==> src/rtl/ext_fogzip_decoder.sv <==
// FogZip decoder: fetches a pre-order occupancy stream over EXT_MEM,
// walks the octree depth-first and emits one point per occupied leaf.
module ext_fogzip_decoder #(
  parameter logic [31:0]        BASE_ADDR      = 32'd0,
  parameter int                 MAX_DEPTH      = 9,
  parameter int                 ROOT_SIZE_LOG2 = 16,
  parameter logic signed [15:0] BB_MIN_X       = -16'sd20000,
  parameter logic signed [15:0] BB_MIN_Y       = -16'sd20000,
  parameter logic signed [15:0] BB_MIN_Z       = -16'sd20000,
  parameter int                 MAX_READ_WORDS = 65536
) (
  input  logic        i_SYSTEM_clk,
  input  logic        i_SYSTEM_rst,
  input  logic        EXT_enable,
  output logic        EXT_doneProcessing,
  output logic [31:0] EXT_status,
  output logic        EXT_writeValid,
  input  logic        EXT_writeReady,
  output logic [18:0] EXT_writeID,
  output logic [15:0] EXT_writePointX,
  output logic [15:0] EXT_writePointY,
  output logic [15:0] EXT_writePointZ,
  output logic [31:0] EXT_MEM_readAddress,
  output logic        EXT_MEM_initReadTxn,
  input  logic [63:0] EXT_MEM_readPayload,
  input  logic        EXT_MEM_readTxnDone,
  input  logic        EXT_MEM_error
);

  localparam int DW = $clog2(MAX_DEPTH + 1);
  localparam logic [DW-1:0] LEAF_SP = DW'(MAX_DEPTH);
  localparam logic [15:0] LEAF_HALF =
    (ROOT_SIZE_LOG2 > MAX_DEPTH) ?
    16'(1 << (ROOT_SIZE_LOG2 - MAX_DEPTH - 1)) : 16'd0;

  typedef enum logic [3:0] {
    S_IDLE, S_HDR, S_FETCH, S_MEMW, S_PUSH,
    S_SCAN, S_EMIT, S_GAP, S_POP, S_ERR, S_DONE
  } state_t;

  state_t      state;
  logic        en_q;
  logic [DW-1:0] sp;
  logic [7:0]  st_mask [MAX_DEPTH];
  logic [15:0] st_x [MAX_DEPTH];
  logic [15:0] st_y [MAX_DEPTH];
  logic [15:0] st_z [MAX_DEPTH];
  logic [15:0] cur_x, cur_y, cur_z;
  logic [63:0] buf_q;
  logic [2:0]  bp;
  logic        buf_vld;
  logic [7:0]  byte_q;
  logic [31:0] rd_cnt;
  logic [31:0] rd_addr;
  logic [18:0] hdr_cnt;
  logic [18:0] pt_cnt;
  logic        f_busy, f_done, f_mem, f_zero, f_mis, f_rlim;

  logic [DW-1:0] top;
  logic [7:0]    top_mask;
  logic [2:0]    k;
  logic [4:0]    sh;
  logic [15:0]   step;
  logic [15:0]   cx, cy, cz;
  logic [7:0]    cur_byte;
  logic          leaf;

  assign top      = sp - DW'(1);
  assign cur_byte = buf_q[{bp, 3'b000} +: 8];
  assign leaf     = (sp == LEAF_SP);

  // Child of the top-of-stack node selected by its lowest set mask bit
  always_comb begin
    top_mask = st_mask[top];
    k = 3'd0;
    for (int i = 7; i >= 0; i--) begin
      if (top_mask[i]) k = 3'(i);
    end
    sh   = 5'(ROOT_SIZE_LOG2 - 1) - 5'(top);
    step = 16'd1 << sh;
    cx   = st_x[top] + (k[0] ? step : 16'd0);
    cy   = st_y[top] + (k[1] ? step : 16'd0);
    cz   = st_z[top] + (k[2] ? step : 16'd0);
  end

  assign EXT_doneProcessing  = f_done;
  assign EXT_writeID         = pt_cnt;
  assign EXT_MEM_readAddress = rd_addr;
  assign EXT_status = {pt_cnt, 7'd0, f_rlim, f_mis,
                       f_zero, f_mem, f_done, f_busy};

  always_ff @(posedge i_SYSTEM_clk or negedge i_SYSTEM_rst) begin
    if (!i_SYSTEM_rst) begin
      state   <= S_IDLE;
      en_q    <= 1'b0;
      sp      <= '0;
      for (int i = 0; i < MAX_DEPTH; i++) begin
        st_mask[i] <= '0;
        st_x[i]    <= '0;
        st_y[i]    <= '0;
        st_z[i]    <= '0;
      end
      cur_x   <= '0;
      cur_y   <= '0;
      cur_z   <= '0;
      buf_q   <= '0;
      bp      <= '0;
      buf_vld <= 1'b0;
      byte_q  <= '0;
      rd_cnt  <= '0;
      rd_addr <= '0;
      hdr_cnt <= '0;
      pt_cnt  <= '0;
      f_busy  <= 1'b0;
      f_done  <= 1'b0;
      f_mem   <= 1'b0;
      f_zero  <= 1'b0;
      f_mis   <= 1'b0;
      f_rlim  <= 1'b0;
      EXT_writeValid      <= 1'b0;
      EXT_writePointX     <= '0;
      EXT_writePointY     <= '0;
      EXT_writePointZ     <= '0;
      EXT_MEM_initReadTxn <= 1'b0;
    end else begin
      en_q <= EXT_enable;
      EXT_MEM_initReadTxn <= 1'b0;
      if (state != S_IDLE && !EXT_enable) begin
        state          <= S_IDLE;
        sp             <= '0;
        buf_vld        <= 1'b0;
        pt_cnt         <= '0;
        EXT_writeValid <= 1'b0;
        f_busy <= 1'b0;
        f_done <= 1'b0;
        f_mem  <= 1'b0;
        f_zero <= 1'b0;
        f_mis  <= 1'b0;
        f_rlim <= 1'b0;
      end else if (EXT_MEM_error && state != S_IDLE &&
                   state != S_DONE && state != S_ERR) begin
        // Wins over a same-cycle readTxnDone; any pending read is dropped
        f_mem          <= 1'b1;
        EXT_writeValid <= 1'b0;
        state          <= S_ERR;
      end else begin
        unique case (state)
          S_IDLE: begin
            if (EXT_enable && !en_q) begin
              state   <= S_HDR;
              EXT_MEM_initReadTxn <= 1'b1;
              rd_addr <= BASE_ADDR;
              rd_cnt  <= 32'd1;
              sp      <= '0;
              buf_vld <= 1'b0;
              pt_cnt  <= '0;
              cur_x   <= BB_MIN_X;
              cur_y   <= BB_MIN_Y;
              cur_z   <= BB_MIN_Z;
              f_busy  <= 1'b1;
            end
          end
          S_HDR: begin
            if (EXT_MEM_readTxnDone) begin
              hdr_cnt <= EXT_MEM_readPayload[18:0];
              rd_addr <= rd_addr + 32'd8;
              state   <= S_FETCH;
            end
          end
          S_FETCH: begin
            if (!buf_vld) begin
              if (rd_cnt >= 32'(MAX_READ_WORDS)) begin
                f_rlim <= 1'b1;
                state  <= S_ERR;
              end else begin
                EXT_MEM_initReadTxn <= 1'b1;
                rd_cnt <= rd_cnt + 32'd1;
                state  <= S_MEMW;
              end
            end else begin
              byte_q <= cur_byte;
              bp     <= bp + 3'd1;
              if (bp == 3'd7) buf_vld <= 1'b0;
              if (cur_byte == 8'd0) begin
                f_zero <= 1'b1;
                state  <= S_ERR;
              end else begin
                state <= S_PUSH;
              end
            end
          end
          S_MEMW: begin
            if (EXT_MEM_readTxnDone) begin
              buf_q   <= EXT_MEM_readPayload;
              bp      <= 3'd0;
              buf_vld <= 1'b1;
              rd_addr <= rd_addr + 32'd8;
              state   <= S_FETCH;
            end
          end
          S_PUSH: begin
            st_mask[sp] <= byte_q;
            st_x[sp]    <= cur_x;
            st_y[sp]    <= cur_y;
            st_z[sp]    <= cur_z;
            sp          <= sp + DW'(1);
            state       <= S_SCAN;
          end
          S_SCAN: begin
            if (top_mask == 8'd0) begin
              state <= S_POP;
            end else begin
              st_mask[top] <= top_mask & ~(8'd1 << k);
              if (leaf) begin
                EXT_writePointX <= cx + LEAF_HALF;
                EXT_writePointY <= cy + LEAF_HALF;
                EXT_writePointZ <= cz + LEAF_HALF;
                EXT_writeValid  <= 1'b1;
                state           <= S_EMIT;
              end else begin
                cur_x <= cx;
                cur_y <= cy;
                cur_z <= cz;
                state <= S_FETCH;
              end
            end
          end
          S_EMIT: begin
            if (EXT_writeReady) begin
              EXT_writeValid <= 1'b0;
              pt_cnt         <= pt_cnt + 19'd1;
              state          <= S_GAP;
            end
          end
          S_GAP: state <= S_SCAN;
          S_POP: begin
            sp <= sp - DW'(1);
            if (sp == DW'(1)) begin
              f_done <= 1'b1;
              f_busy <= 1'b0;
              f_mis  <= (pt_cnt != hdr_cnt);
              state  <= S_DONE;
            end else begin
              state <= S_SCAN;
            end
          end
          S_ERR: begin
            f_done <= 1'b1;
            f_busy <= 1'b0;
            state  <= S_DONE;
          end
          S_DONE: state <= S_DONE;
          default: state <= S_IDLE;
        endcase
      end
    end
  end

endmodule
==> config.mk <==
export PLATFORM = sky130hd
export DESIGN_NAME = ext_fogzip_decoder
export DESIGN_NICKNAME = d
export VERILOG_FILES = /design/src/rtl/ext_fogzip_decoder.sv
export SDC_FILE = /design/constraint.sdc
export NUM_CORES = 1
export LEC_CHECK = 0
export CAP_MARGIN = 20
export CORE_UTILIZATION = 55
export DETAILED_ROUTE_END_ITERATION = 10
export PLACE_DENSITY = 0.71
export REMOVE_ABC_BUFFERS = 1
export SYNTH_ARGS = -nofsm -noshare
export SYNTH_HDL_FRONTEND = slang
export SYNTH_SLANG_ARGS = --single-unit
==> constraint.sdc <==
create_clock -name i_SYSTEM_clk -period 9.5 [get_ports i_SYSTEM_clk]
set_clock_uncertainty 0.15 [all_clocks]
set_input_delay 1.9 -clock i_SYSTEM_clk [delete_from_list [all_inputs] [get_ports i_SYSTEM_clk]]
set_output_delay 1.9 -clock i_SYSTEM_clk [all_outputs]
set_load 0.1 [all_outputs]
==> results of run 1 <==
cell families (layout without fill, tap and decap cells):
family / count (synthesis) / count (layout) / share of synthesized area (%)
simple gates: 819 / 819 / 9.56
fa+ha+maj: 66 / 66 / 2.12
flops: 792 / 792 / 49.4
other cells: 1 / 22 / 0.00936
mux: 687 / 687 / 21.2
compound gates: 719 / 719 / 11.4
xor+xnor: 110 / 110 / 2.48
buf+inv: 343 / 421 / 3.76
final timing paths:
check | slack (ns) | depth (start not counted) | to | start
min in group asynchronous | 1.12 | 1 | cur_x[3] | i_SYSTEM_rst
worst max-delay path | 1.54 | 20 | EXT_writePointX[15] | sp[0]
worst min register to register | 0.33 | 2 | st_mask[60] | st_mask[60]
worst max register to register | 1.54 | 20 | EXT_writePointX[15] | sp[0]
worst min-delay path | 0.33 | 2 | st_mask[60] | st_mask[60]
max in group asynchronous | 6.39 | 2 | rd_cnt[18] | i_SYSTEM_rst
Yosys cell counts, drive strengths merged, types with 40 or more instances:
master and instances:
mux4 76, mux2 548, xor2 68, ha 63, clkbuf 143, a21oi 163, nand3 94, nor2 169
dfrtp 792, nand2 300, o21ai 244, xnor2 40, nor3 87, a31oi 71, mux2i 63, buf 167
a22o 65
metrics by stage:
step                      setup slack [ns]  instances
final                                 1.54       4586
after global routing                  1.02       4586
after CTS                             1.62       4585
after detailed placement              1.70       4428
after global placement                1.90       4428
after floorplan                      -6.93       3248
flip-flops by register name, indices dropped and copies added (netlist names), 8 cells and up:
signal               count
st_y                   144
st_x                   144
cur_y                   16
hdr_cnt                 19
EXT_writePointZ         16
byte_q                   8
EXT_MEM_readAddress     29
EXT_writeID             19
st_mask                 72
buf_q                   64
rd_cnt                  32
EXT_writePointY         16
cur_x                   16
cur_z                   16
st_z                   144
EXT_writePointX         16
critical path: cells and delay by family (launching register included):
kind	cells	cell delay, ns
AO/OA/AOI/OAI	9	2.49
XOR/XNOR	2	0.59
buffers and inverters	2	1.18
adder cells (fa/ha/maj)	4	1.96
AND/OR/NAND/NOR	3	0.55
flip-flops	1	0.89
cells in the final DEF, fill, tap and decap left out, types with 30 or more instances in the layout:
master	instances
a21oi_1	163
a22o_1	65
a31oi_1	71
and3_1	39
buf_4	32
clkbuf_16	88
clkdlybuf4s50_1	192
dfrtp_1	791
ha_1	62
inv_1	30
mux2_2	527
mux2i_1	63
mux4_2	76
nand2_1	292
nand3_1	93
nor2_1	168
nor3_1	83
o21ai_0	224
xnor2_1	40
xor2_1	68
area by class of cell:
class / instances / share of cell area [%]
clock buffers: 129 / 5.67
clock inverters: 28 / 0.678
inverters: 33 / 0.277
multi-input cells: 2423 / 41.9
flip-flops and latches: 792 / 43.8
well taps: 950 / 2.63
repair buffers: 231 / 5.05
routing by layer:
| layer | GRT usage [%] | wire [microns] | up-vias |
|---|---|---|---|
| met5 | 0 | 0 | - |
| met4 | 11.5 | 4270 | 0 |
| met3 | 5.49 | 6840 | 246 |
| met2 | 48.1 | 51800 | 1061 |
| met1 | 38.3 | 44200 | 14700 |
| li1 | - | - | 12800 |
power breakdown:
part           internal, uW  switching (uW)  total (uW)
Sequential             3740             360        4100
Clock                  2000            1370        3370
Combinational          1080            2310        3400
==> impl_metrics.json, run 1 <==
{
  "whs_ns": 0.328,
  "synth.distinct_cells": 93,
  "clk_latency_ns": 0.65,
  "routabilityCongestion": 0.935,
  "drv_slew": 0,
  "num_antenna_cells": 0,
  "ff_latch_area_sq_mm": 0.0198,
  "seq_area_frac_synth_pct": 49.4,
  "drt_first_pass_iters": 5,
  "synth_top_cell_by_area": "dfrtp_1",
  "antenna_found_initial": 0,
  "syn_area_per_cell_sq_um": 11.3,
  "powerDensity_mw_per_mm2": 240,
  "fmax_mhz": 126,
  "drc_errors": 0,
  "cts_tree": "done",
  "area_delta_synth_final_pct": 12.8,
  "max-slew-margin-rel_pct": 22.7,
  "synth_top_area_share_pct": 49.4,
  "grt_max_degree": 196,
  "dieWidth_microns": 272,
  "num_vias": 28900,
  "dr.first_iter.drc_count": 2670,
  "synthCells": 3537,
  "clk_pin_slew_ns": 0.06,
  "power_uw": 10900,
  "maxCapViolCount": 0,
  "rows": 98,
  "period_needed_ns": 7.96,
  "grt_pass1_vias": 29800,
  "ir_worst_vdd_mv": 0.235,
  "multi_input_area_sq_mm": 0.0189,
  "post_dp_cell_area_sq_mm": 0.0424,
  "ys_dominant_reg_cell": "dfrtp_1",
  "place_hpwl_microns": 67000,
  "worst-path-max-fanout": 63,
  "clk_path_buf_depth": 3,
  "outcome": "completed",
  "nets": 3702,
  "hold_buffers": 0,
  "critical_path_class": "register to register",
  "clock-sinks": 792,
  "finalInstanceArea_sq_mm": 0.0452,
  "async_flop_share_pct": 100,
  "fin_util_pct": 63.0,
  "startpoint_type": "register",
  "yosysWarningCount": 0,
  "synth_edf_count": 0,
  "rsz0062_at_grt": "false",
  "avgViaCountPerCell": 6.30,
  "leakagePower_uw": 0.0205,
  "finalSetupViolCount": 0,
  "finalHoldViolCount": 0,
  "cts_root_buf": "clkbuf_16",
  "cts_buffers": 85,
  "end_kind": "register",
  "ios": 204,
  "crit_chain": "clkinv_1 -> ha_1 -> ha_4 -> buf_4 -> nor2_1 -> o41a_1 -> a21boi_0 -> o221a_2 -> nor2_1 -> ha_1 -> fa_1 -> a21o_1 -> a21oi_1 -> o21ai_0 -> o41ai_1 -> xnor2_1 -> o311ai_0 -> nor4_1 -> xor3_1 -> o21ai_1",
  "coreArea_sq_mm": 0.0719,
  "initial_core_util_pct": 55.8,
  "dieArea_sq_mm": 0.0740,
  "worstMarginPinSlew_ns": 1.16,
  "cp_slowest_cell": "dfrtp_4",
  "max_stage_delay_ns": 0.89,
  "ant_nets": 0,
  "arrival_ns": 8.36,
  "cts_resized": 0,
  "grt_usage_pct": 29.2,
  "synth_seq_cells": 792,
  "hp-class": "register to register",
  "die_h_microns": 272,
  "wl_per_cell_microns": 23.4,
  "synthTopCellsByArea": "dfrtp_1 (49%), mux2_2 (15%), mux4_2 (4.3%), nand2_1 (2.8%), o21ai_0 (2.8%)",
  "final.setup.tns_ns": 0,
  "io_buffers": 193,
  "post_cts_buffers": 0,
  "h-tree-depth": 3,
  "drive_above_1_share_pct": 22.9,
  "worstPathRequired_ns": 9.90,
  "grt_first_pass_wirelength_microns": 170000,
  "wl_microns": 107000,
  "synth_area_sq_mm": 0.0401,
  "grt_overflow": 0,
  "fill_cells": 5581,
  "fin_crit_sh_pct": 83.8
}
No activity file was read; power rests on OpenSTA's default activity.
==> run 2, diff against run 1 <==
clock period = 7.97 ns   (was 9.5 ns; I/O delays follow)
==> run 2 against run 1 <==
Effect of this change: wire length increased by 1.8%; critical path type unchanged; global-route usage increased by 0.40 points; core utilization grew 0.068 points; first-iteration DRC count fell by 1.4%; die area did not move; sequential cell count unchanged; cell area increased by 0.11%; sequential share of layout area hardly changed; non-clock buffer count up 4; maximum frequency rose by 16%.
==> impl_metrics.json, run 2 (synthesis results as in run 1) <==
{
  "wl_per_cell_microns": 23.8,
  "dieArea_sq_mm": 0.0740,
  "drive_above_1_share_pct": 23.0,
  "rows": 98,
  "period_needed_ns": 6.86,
  "critical_path_class": "register to register",
  "clk_latency_ns": 0.64,
  "drc_errors": 0,
  "grt_max_degree": 176,
  "antenna_found_initial": 0,
  "cts_tree": "done",
  "grt_overflow": 0,
  "ios": 204,
  "ff2ff_path_depth": 19,
  "dieWidth_microns": 272,
  "worstPathRequired_ns": 8.36,
  "fin_util_pct": 63.0,
  "cts_root_buf": "clkbuf_16",
  "initial_core_util_pct": 55.8,
  "startpoint_type": "register",
  "outcome": "completed",
  "end_kind": "register",
  "clk_pin_slew_ns": 0.06,
  "grt_first_pass_wirelength_microns": 172000,
  "grt_pass1_vias": 29700,
  "drt_first_pass_iters": 5,
  "holdPathStages": 2,
  "die_h_microns": 272,
  "fin_crit_sh_pct": 86.1,
  "max-slew-margin-rel_pct": 25.5,
  "num_vias": 28900,
  "final_cell_mix": "dfrtp_1 (791), mux2_2 (527), nand2_1 (292)",
  "maxCapViolCount": 0,
  "finalHoldViolCount": 0,
  "holdPathEnd": "EXT_writePointZ[8]",
  "avgViaCountPerCell": 6.30,
  "coreArea_sq_mm": 0.0719,
  "reg2reg_slack_ns": 1.11,
  "num_antenna_cells": 0,
  "rsz0062_at_grt": "false",
  "powerDensity_mw_per_mm2": 288,
  "io_buffers": 193,
  "cts_buffers": 84,
  "drt-met1-wl_microns": 45800,
  "ir_worst_vdd_mv": 0.308,
  "place_hpwl_microns": 68500,
  "fill_cells": 5660,
  "dr.first_iter.drc_count": 2633,
  "clk_path_buf_depth": 3,
  "worstMarginPinSlew_ns": 1.11,
  "final_common_cell": "dfrtp_1",
  "top_layer_used": "met4",
  "nets": 3705,
  "area_delta_synth_final_pct": 13.0,
  "final.setup.tns_ns": 0,
  "grt_usage_pct": 29.6,
  "worst-path-max-fanout": 57,
  "routabilityCongestion": 0.973,
  "cts_resized": 0,
  "h-tree-depth": 3,
  "post_cts_buffers": 0,
  "routed-wl-met3_microns": 6640,
  "arrival_ns": 7.26,
  "r2r_end": "EXT_writePointX[15]",
  "finalSetupViolCount": 0,
  "wl_microns": 109000,
  "ant_nets": 0,
  "reg2reg_from": "sp[0]",
  "min_from": "EXT_writePointZ[8]",
  "leakagePower_uw": 0.0205,
  "reg.largest.list": "st_x x144, st_y x144, st_z x144",
  "clock-sinks": 792,
  "hold_buffers": 0,
  "wl_met2_microns": 53200,
  "drv_slew": 0,
  "hp-class": "register to register",
  "power_uw": 13100,
  "fmax_mhz": 146
}
## run 2: changes by cell type in the layout (fill, tap and decap cells not counted)
cell and delta:
clkinv_8 -1, clkbuf_4 -1, buf_4 +2, clkbuf_1 -6
bufinv_16 +5, inv_6 +1, buf_16 +1, clkbuf_8 -9
clkinvlp_4 +2, buf_12 +2, clkbuf_16 -3, inv_16 +1
clkinv_4 +2
## run 2: cell type report
class	count	area (sq um)	area share, %
Tap cell	950	1190	2.62
Clock inverter	38	502	1.11
Sequential cell	792	19800	43.8
Inverter	33	125	0.276
Timing Repair Buffer	235	2360	5.21
Clock buffer	111	2340	5.18
Multi-Input combinational cell	2423	18900	41.8
## run 2: power by group
group / leakage [uW] / total [uW] / internal (uW) / switching, uW
Clock: 0.00140 / 4050 / 2400 / 1650
Combinational: 0.00835 / 4150 / 1320 / 2830
Sequential: 0.0108 / 4860 / 4460 / 399
## run 2: worst max-delay path by stage
stage | endpoint | start | cells past startpoint
after CTS | EXT_writePointX[15] | sp[0] | 19
after global placement | EXT_writePointX[15] | sp[0] | 19
after detailed placement | EXT_writePointX[15] | sp[0] | 19
after global routing | EXT_writePointX[15] | sp[0] | 19
final | EXT_writePointX[15] | sp[0] | 19
after floorplan | st_mask[16] | sp[0] | 10
## run 2: per-stage QoR
| step | hold WS, ns | setup slack [ns] | instances | area [sq um] |
|---|---|---|---|---|
| after CTS | 0.332 | 1.19 | 4581 | 45300 |
| after detailed placement | 0.319 | 1.22 | 4432 | 42400 |
| after global routing | 0.359 | 0.760 | 4582 | 45300 |
| after floorplan | 0.292 | -8.46 | 3248 | 38800 |
| after global placement | 0.309 | 1.44 | 4431 | 42400 |
| final | 0.329 | 1.11 | 4582 | 45300 |
## run 2: per-layer routing
layer | vias to the layer above | global-route usage (%)
met5 | - | 0
met4 | 0 | 10.3
met3 | 200 | 4.98
met2 | 1065 | 49.2
met1 | 14700 | 39.4
li1 | 12900 | -
## run 2: critical path: stages, from the launching register on
cell	delay (ns)
dfrtp_4	0.47
buf_4	0.38
o31ai_4	0.52
and2_4	0.58
buf_4	0.61
a21boi_1	0.27
o211ai_1	0.25
o221a_2	0.44
nor2_1	0.11
ha_1	0.23
fa_1	0.42
a21o_1	0.20
a21oi_1	0.29
o21ai_0	0.14
o41ai_1	0.34
xnor2_1	0.34
o311ai_0	0.25
nor4_1	0.30
xor3_1	0.29
o21ai_1	0.12
